===== config.mk =====
export PLATFORM = sky130hd
export DESIGN_NAME = bitcast_sequencer
export DESIGN_NICKNAME = d
export VERILOG_FILES = /design/src/rtl/tensor_pkg.sv /design/src/rtl/sync_fifo.sv /design/src/rtl/bitcast_sequencer.sv
export SDC_FILE = /design/constraint.sdc
export NUM_CORES = 2
export LEC_CHECK = 0
export ABC_AREA = 1
export BUFFER_PORTS_ARGS = -buffer_cell sky130_fd_sc_hd__buf_2
export CAP_MARGIN = 20
export CORE_AREA = 2 2 329 331
export DETAILED_ROUTE_END_ITERATION = 12
export DIE_AREA = 0 0 331 333
export PLACE_DENSITY = 0.75
export SLEW_MARGIN = 20
export SYNTH_ARGS = -nofsm -noshare
export SYNTH_HDL_FRONTEND = slang
export SYNTH_SLANG_ARGS = --single-unit

===== constraint.sdc =====
create_clock -name clock -period 9.25 [get_ports clock]
set_clock_uncertainty 0.15 [all_clocks]
set_input_delay 0.4625 -clock clock [delete_from_list [all_inputs] [get_ports clock]]
set_output_delay 0.4625 -clock clock [all_outputs]
set_load 0.02 [all_outputs]

===== src/rtl/tensor_pkg.sv =====
// Shared types for the tensor command path: bitcast command layout,
// status codes, sequencer states and element-size decode.
package tensor_pkg;

  typedef struct packed {
    logic [4:0]  sub_field;
    logic [39:0] src_dim;
    logic [39:0] dstn_dim;
    logic [10:0] src_addr;
    logic [10:0] dstn_addr;
    logic [2:0]  in_size;
    logic [2:0]  out_size;
  } bitcast_cmd_t;

  localparam logic [2:0] STS_OK            = 3'd0;
  localparam logic [2:0] STS_SIZE_MISMATCH = 3'd1;
  localparam logic [2:0] STS_RANGE_OVF     = 3'd2;
  localparam logic [2:0] STS_EMPTY         = 3'd3;
  localparam logic [2:0] STS_OVERLAP       = 3'd4;
  localparam logic [2:0] STS_BAD_SIZE      = 3'd5;

  typedef enum logic [2:0] {
    S_IDLE, S_CALC, S_CHECK, S_RUN, S_DRAIN, S_STATUS
  } state_t;

  // Element bytes are 1 << size; only sizes 0..3 are legal.
  function automatic logic elem_size_ok(input logic [2:0] size);
    return size < 3'd4;
  endfunction

endpackage


===== src/rtl/sync_fifo.sv =====
// Single-clock FIFO with occupancy count; simultaneous push and pop are
// both honoured, including push while full when a pop frees the slot.
module sync_fifo #(
  parameter int DEPTH = 4,
  parameter int WIDTH = 8
) (
  input  logic                         clock,
  input  logic                         reset,
  input  logic                         push,
  input  logic [WIDTH-1:0]             push_data,
  input  logic                         pop,
  output logic [WIDTH-1:0]             pop_data,
  output logic                         full,
  output logic                         empty,
  output logic [$clog2(DEPTH+1)-1:0]   count
);
  localparam int AW = (DEPTH > 1) ? $clog2(DEPTH) : 1;
  localparam int CW = $clog2(DEPTH+1);

  logic [WIDTH-1:0] mem [DEPTH];
  logic [AW-1:0]    rd_ptr, wr_ptr;
  logic             do_push, do_pop;

  assign full     = count == CW'(DEPTH);
  assign empty    = count == '0;
  assign do_pop   = pop && !empty;
  assign do_push  = push && (!full || do_pop);
  assign pop_data = mem[rd_ptr];

  always_ff @(posedge clock) begin
    if (do_push) mem[wr_ptr] <= push_data;
  end

  always_ff @(posedge clock) begin
    if (reset) begin
      rd_ptr <= '0;
      wr_ptr <= '0;
      count  <= '0;
    end else begin
      if (do_push) wr_ptr <= (wr_ptr == AW'(DEPTH-1)) ? '0 : wr_ptr + AW'(1);
      if (do_pop)  rd_ptr <= (rd_ptr == AW'(DEPTH-1)) ? '0 : rd_ptr + AW'(1);
      case ({do_push, do_pop})
        2'b10:   count <= count + CW'(1);
        2'b01:   count <= count - CW'(1);
        default: ;
      endcase
    end
  end

endmodule


===== src/rtl/bitcast_sequencer.sv =====
// Executes one bitcast command: sizes and validates the ranges, then copies
// source words to destination through a credit-limited read buffer.
module bitcast_sequencer
  import tensor_pkg::*;
#(
  parameter int ADDR_W     = 11,
  parameter int DATA_BYTES = 8,
  parameter int FIFO_DEPTH = 4,
  parameter int DIM_W      = 10
) (
  input  logic                    clock,
  input  logic                    reset,
  input  logic [112:0]            cmd_tdata,
  input  logic                    cmd_tvalid,
  output logic                    cmd_tready,
  output logic                    rd_req,
  output logic [ADDR_W-1:0]       rd_addr,
  input  logic                    rd_gnt,
  input  logic [8*DATA_BYTES-1:0] rd_data,
  input  logic                    rd_data_valid,
  output logic                    wr_req,
  output logic [ADDR_W-1:0]       wr_addr,
  output logic [8*DATA_BYTES-1:0] wr_data,
  input  logic                    wr_gnt,
  output logic [2:0]              sts_code,
  output logic [ADDR_W:0]         sts_words,
  output logic                    sts_tvalid,
  input  logic                    sts_tready,
  output logic                    busy
);
  localparam int DW    = 8*DATA_BYTES;
  localparam int PW    = 44;
  localparam int CW    = 48;
  localparam int CNT_W = $clog2(FIFO_DEPTH+1);
  localparam logic [CW-1:0] SPACE = CW'(1) << ADDR_W;

  state_t           state, state_next;
  bitcast_cmd_t     cmd_r;
  logic [PW-1:0]    src_prod, dst_prod;
  logic [1:0]       calc_k;
  logic [DIM_W-1:0] src_dim_k, dst_dim_k;
  logic [ADDR_W:0]  words_r, issued, written, sts_words_r;
  logic [2:0]       code_r, chk_code;
  logic             chk_done, credit_ok, push, pop, fifo_full, fifo_empty;
  logic [CNT_W-1:0] outstanding, fifo_count;
  logic [DW-1:0]    fifo_head;
  logic [CW-1:0]    src_bytes, dst_bytes, words_c, src_a, dst_a;
  logic [ADDR_W-1:0] src_base, dst_base;
  logic             unused_bits;

  assign unused_bits = ^{cmd_r.sub_field, fifo_full};
  assign src_dim_k   = cmd_r.src_dim[calc_k*DIM_W +: DIM_W];
  assign dst_dim_k   = cmd_r.dstn_dim[calc_k*DIM_W +: DIM_W];
  assign src_base    = ADDR_W'(cmd_r.src_addr);
  assign dst_base    = ADDR_W'(cmd_r.dstn_addr);

  // Range checks run at full product width so no address sum can wrap.
  always_comb begin
    src_bytes = CW'(src_prod) << cmd_r.in_size[1:0];
    dst_bytes = CW'(dst_prod) << cmd_r.out_size[1:0];
    words_c   = (src_bytes + CW'(DATA_BYTES-1)) >> $clog2(DATA_BYTES);
    src_a     = CW'(cmd_r.src_addr);
    dst_a     = CW'(cmd_r.dstn_addr);
    chk_done  = 1'b1;
    chk_code  = STS_OK;
    if (!elem_size_ok(cmd_r.in_size) || !elem_size_ok(cmd_r.out_size))
      chk_code = STS_BAD_SIZE;
    else if (src_prod == '0 || dst_prod == '0)
      chk_code = STS_EMPTY;
    else if (src_bytes != dst_bytes)
      chk_code = STS_SIZE_MISMATCH;
    else if ((src_a + words_c > SPACE) || (dst_a + words_c > SPACE))
      chk_code = STS_RANGE_OVF;
    else if (src_a == dst_a)
      chk_code = STS_OK;
    else if ((src_a < dst_a + words_c) && (dst_a < src_a + words_c))
      chk_code = STS_OVERLAP;
    else
      chk_done = 1'b0;
  end

  always_ff @(posedge clock) begin
    if (reset) state <= S_IDLE;
    else       state <= state_next;
  end

  always_comb begin
    state_next = state;
    case (state)
      S_IDLE:   if (cmd_tvalid) state_next = S_CALC;
      S_CALC:   if (calc_k == 2'd3) state_next = S_CHECK;
      S_CHECK:  state_next = chk_done ? S_STATUS : S_RUN;
      S_RUN:    if (issued == words_r) state_next = S_DRAIN;
      S_DRAIN:  if (written == words_r) state_next = S_STATUS;
      S_STATUS: if (sts_tready) state_next = S_IDLE;
      default:  state_next = S_IDLE;
    endcase
  end

  always_comb begin
    credit_ok  = ({1'b0, outstanding} + {1'b0, fifo_count}) < (CNT_W+1)'(FIFO_DEPTH);
    cmd_tready = state == S_IDLE;
    busy       = state != S_IDLE;
    sts_tvalid = state == S_STATUS;
    rd_req     = (state == S_RUN) && (issued < words_r) && credit_ok;
    wr_req     = (state == S_RUN || state == S_DRAIN) && !fifo_empty;
  end

  assign push      = rd_data_valid && (state == S_RUN || state == S_DRAIN);
  assign pop       = wr_req && wr_gnt;
  assign rd_addr   = rd_req ? src_base + issued[ADDR_W-1:0] : '0;
  assign wr_addr   = wr_req ? dst_base + written[ADDR_W-1:0] : '0;
  assign wr_data   = wr_req ? fifo_head : '0;
  assign sts_code  = sts_tvalid ? code_r : '0;
  assign sts_words = sts_tvalid ? sts_words_r : '0;

  always_ff @(posedge clock) begin
    if (reset) begin
      cmd_r       <= '0;
      src_prod    <= '0;
      dst_prod    <= '0;
      calc_k      <= '0;
      words_r     <= '0;
      issued      <= '0;
      written     <= '0;
      outstanding <= '0;
      code_r      <= '0;
      sts_words_r <= '0;
    end else begin
      case (state)
        S_IDLE: if (cmd_tvalid) begin
          cmd_r    <= cmd_tdata;
          src_prod <= PW'(1);
          dst_prod <= PW'(1);
          calc_k   <= '0;
        end
        S_CALC: begin
          src_prod <= src_prod * PW'(src_dim_k);
          dst_prod <= dst_prod * PW'(dst_dim_k);
          calc_k   <= calc_k + 2'd1;
        end
        S_CHECK: begin
          words_r     <= words_c[ADDR_W:0];
          issued      <= '0;
          written     <= '0;
          outstanding <= '0;
          if (chk_done) begin
            code_r      <= chk_code;
            sts_words_r <= (chk_code == STS_OK) ? words_c[ADDR_W:0] : '0;
          end
        end
        S_RUN, S_DRAIN: begin
          if (rd_req && rd_gnt) issued <= issued + (ADDR_W+1)'(1);
          if (pop) written <= written + (ADDR_W+1)'(1);
          outstanding <= outstanding + CNT_W'(rd_req && rd_gnt) - CNT_W'(push);
          if (state == S_DRAIN && written == words_r) begin
            code_r      <= STS_OK;
            sts_words_r <= words_r;
          end
        end
        default: ;
      endcase
    end
  end

  sync_fifo #(
    .DEPTH (FIFO_DEPTH),
    .WIDTH (DW)
  ) u_fifo (
    .clock     (clock),
    .reset     (reset),
    .push      (push),
    .push_data (rd_data),
    .pop       (pop),
    .pop_data  (fifo_head),
    .full      (fifo_full),
    .empty     (fifo_empty),
    .count     (fifo_count)
  );

endmodule


==> results_dict.tcl <==
set metrics [dict create \
    drc_errors 0 \
    synth.cell_area_um2 52860 \
    insertion_delay_ns 0.70 \
    muxShareOfSynthArea 0.0007810 \
    tritoncts "done" \
    r2r-end "dst_prod[38]" \
    start_kind "register" \
    syn_avg_cell_area_um2 7.433 \
    rsz0062_at_grt "no" \
    via_count 50920 \
    ys_seq_area_frac 0.2454 \
    run_status "finished clean" \
    grt_overflow 0 \
    fin_setup_tns_ns 0 \
    cts_sinks 520 \
    layout_common_cells "nand2_1, nor2_1, inv_1" \
    grt_pass1_vias 49580 \
    p_leak_nw 27.23 \
    hp-start "cmd_tdata[42]" \
    syn_nets 8092 \
    routed_wl_um 183400 \
    finalSetupViolations 0 \
    synth_simple_gate_area_frac 0.2654 \
    drv_slew 0 \
    synth_top_area_frac 0.2249 \
    root_buffer "clkbuf_16" \
    cp.required_ns 9.62 \
    die_w_um 331 \
    path_class "reg -> reg" \
    ys_warn_count 0 \
    min_period_ns 8.633 \
    clockBufferDepth 3 \
    portBuffers 284 \
    cp_max_fo 27 \
    io_pins 290 \
    finalHoldViolCount 0 \
    relSlewSlack 0.2461 \
    yosysUniqueCellTypes 58 \
    die_height_um 333 \
    synth_compound_area_frac 0.1080 \
    area_growth_pct 11.27 \
    whs_endpoint "cmd_r[42]" \
    h-tree-depth 2 \
    drt_iter0_drc 5221 \
    synth.area.top_cells "fa_1, edfxtp_1, nand2_1, dfxtp_1, nor2_1" \
    grt_use_total 0.3311 \
    worst_slew_pin_slew_ns 1.119 \
    r2r_cells 27 \
    synth_xor_area_frac 0.01905 \
    grt_pass1_wl_um 282900 \
    synthCells 7112 \
    final_common_cell "nand2_1" \
    utilization 0.5518 \
    ys_ff_latch 520 \
    synth-adder-area-share 0.2728 \
    synth_top_family_by_area "adder cells" \
    fin_nets 8330 \
    period_share 0.9333 \
    yosysTopAreaCell "fa_1" \
    routed_via_density 5.778 \
    place.gp.congestion 1.031 \
    path_clk_slew_ns 0.06 \
    maxCapViolations 0 \
    hold_class "in -> reg" \
    post-dp-hpwl_um 135200 \
    fmaxAchievable_mhz 115.8 \
    cp-end-kind "register" \
    wl_per_cell_um 20.81 \
    r2r_slack_ns 0.62 \
    cellPowerDensity_nw_per_um2 160.9 \
    ant_nets 0 \
    antenna_found_initial 12 \
    cp_data_arrival_time_ns 9.01 \
    grt_max_degree 103 \
    drtPass1Iterations 8 \
    rows 120 \
    drive_gt1_frac 0.08827 \
    regToRegStartpoint "calc_k[1]" \
    coreArea_um2 106600 \
    initial_utilization 0.4959 \
    hold_depth 3 \
    peakVddDrop_mv 0.1766 \
    dieArea_um2 110200 \
    numCtsBuffers 58 \
]
[state kept, by name (all words and copies together) (netlist names), named ones only]
register	cells
cmd_r	86
state	3
u_fifo.rd_ptr	2
u_fifo.mem	256
issued	12
dst_prod	44
written	12
u_fifo.count	3
dst_base	11
src_prod	44
outstanding	3
code_r	3
calc_k	2
sts_words_r	12
src_base	11
u_fifo.wr_ptr	2
words_r	12
[what timing repair did]
| item | CTS | global route |
|---|---|---|
| gates resized for setup | 0 | 2 |
| hold endpoints to repair | 362 | 0 |
| setup endpoints to repair | 0 | 2 |
| hold buffers | 168 | 0 |
| setup buffers | 0 | 0 |
[cell usage after synthesis (all sizes together)]
master / n
a21oi: 529
xor2: 68
a21o: 5
dfxtp: 264
o41ai: 2
or2: 48
o22ai: 15
mux2i: 3
and2: 3
a21boi: 12
edfxtp: 256
fa: 594
or3: 1
ha: 202
o21bai: 13
xnor2: 47
nand2: 1779
a31oi: 12
nor3b: 2
o221a: 3
nand4: 76
inv: 859
nand3: 341
mux2: 1
nor4: 19
o2111ai: 8
o21ai: 452
clkbuf: 235
o211ai: 3
clkinv: 12
o221ai: 6
nor2: 1065
nand2b: 1
nand3b: 7
a211oi: 4
a221oi: 2
nor3: 38
buf: 99
nor4b: 1
and3: 5
o21a: 20
[power breakdown]
group | internal (mW) | switching [mW]
registers | 2.60 | 0.213
clock network | 1.34 | 1.07
logic | 1.09 | 3.15
total | 5.03 | 4.43
[per-stage QoR]
stage | hold slack [ns] | total power, mW | cells | instance area (µm²) | worst slack (ns)
6_report | 0.04816 | 9.465 | 8813 | 58820 | 0.6166
5_1_grt | 0.03966 | 9.878 | 8809 | 58810 | 0.0004272
4_1_cts | 0.02084 | 9.301 | 8801 | 58790 | 0.7036
3_5_place_dp | 0.2890 | 6.861 | 8525 | 55160 | 0.7705
3_3_place_gp | 0.2838 | 6.791 | 8525 | 55160 | 0.9328
2_1_floorplan | 0.2744 | 5.433 | 7112 | 52860 | 1.817
[final cells by class]
class	count	area (µm²)
Multi-Input combinational cell	5387	35260
Clock buffer	71	1550
Antenna cell	12	30.03
Fill cell	9762	47780
Inverter	871	3274
Sequential cell	520	12980
Clock inverter	37	399.1
Timing Repair Buffer	512	3572
Tap cell	1403	1755
[critical path, cell delays in order, from the launching register on]
cell        delay (ns)
dfxtp_1           0.55
clkinvlp_4        0.51
a21oi_1           0.25
o21ai_0           0.10
nand2_1           0.46
clkinv_1          0.46
buf_4             0.37
nand2_1           0.12
fa_1              0.42
inv_1             0.09
fa_1              0.42
fa_1              0.52
fa_1              0.53
fa_1              0.46
ha_1              0.39
a21oi_1           0.10
inv_1             0.07
a31oi_1           0.06
o21ai_0           0.56
a21boi_0          0.31
o21ai_0           0.45
a21oi_1           0.21
o21ai_1           0.39
inv_1             0.07
o21ai_0           0.19
a21oi_1           0.09
nand2_1           0.10
a21oi_1           0.05
[metal layers]
metal | wire length (µm) | global-route usage
met5 | 57 | 0
met4 | 9955 | 0.1545
met3 | 20650 | 0.08189
met2 | 83990 | 0.5258
met1 | 68780 | 0.4239
[worst max-delay path by stage]
| stage | startpoint | end | slack (ns) | depth (start not counted) |
|---|---|---|---|---|
| floorplan | calc_k[0] | dst_prod[38] | 1.82 | 36 |
| global placement | calc_k[1] | dst_prod[38] | 0.93 | 33 |
| detailed placement | calc_k[1] | dst_prod[38] | 0.77 | 33 |
| CTS | calc_k[1] | dst_prod[38] | 0.70 | 33 |
| global route | calc_k[1] | src_prod[42] | 0.0004 | 27 |
| finish | calc_k[1] | dst_prod[38] | 0.62 | 27 |
[logic make-up (layout without fill, tap and decap cells)]
family | after synthesis | in the layout
AND/OR/NAND/NOR | 3386 | 3386
XOR/XNOR | 115 | 115
flip-flops | 520 | 520
buffers and inverters | 1205 | 1491
other | 0 | 12
AO/OA/AOI/OAI | 1086 | 1086
multiplexers | 4 | 4
adder cells (fa/ha/maj) | 796 | 796
No activity file was read; power rests on OpenSTA's default activity.
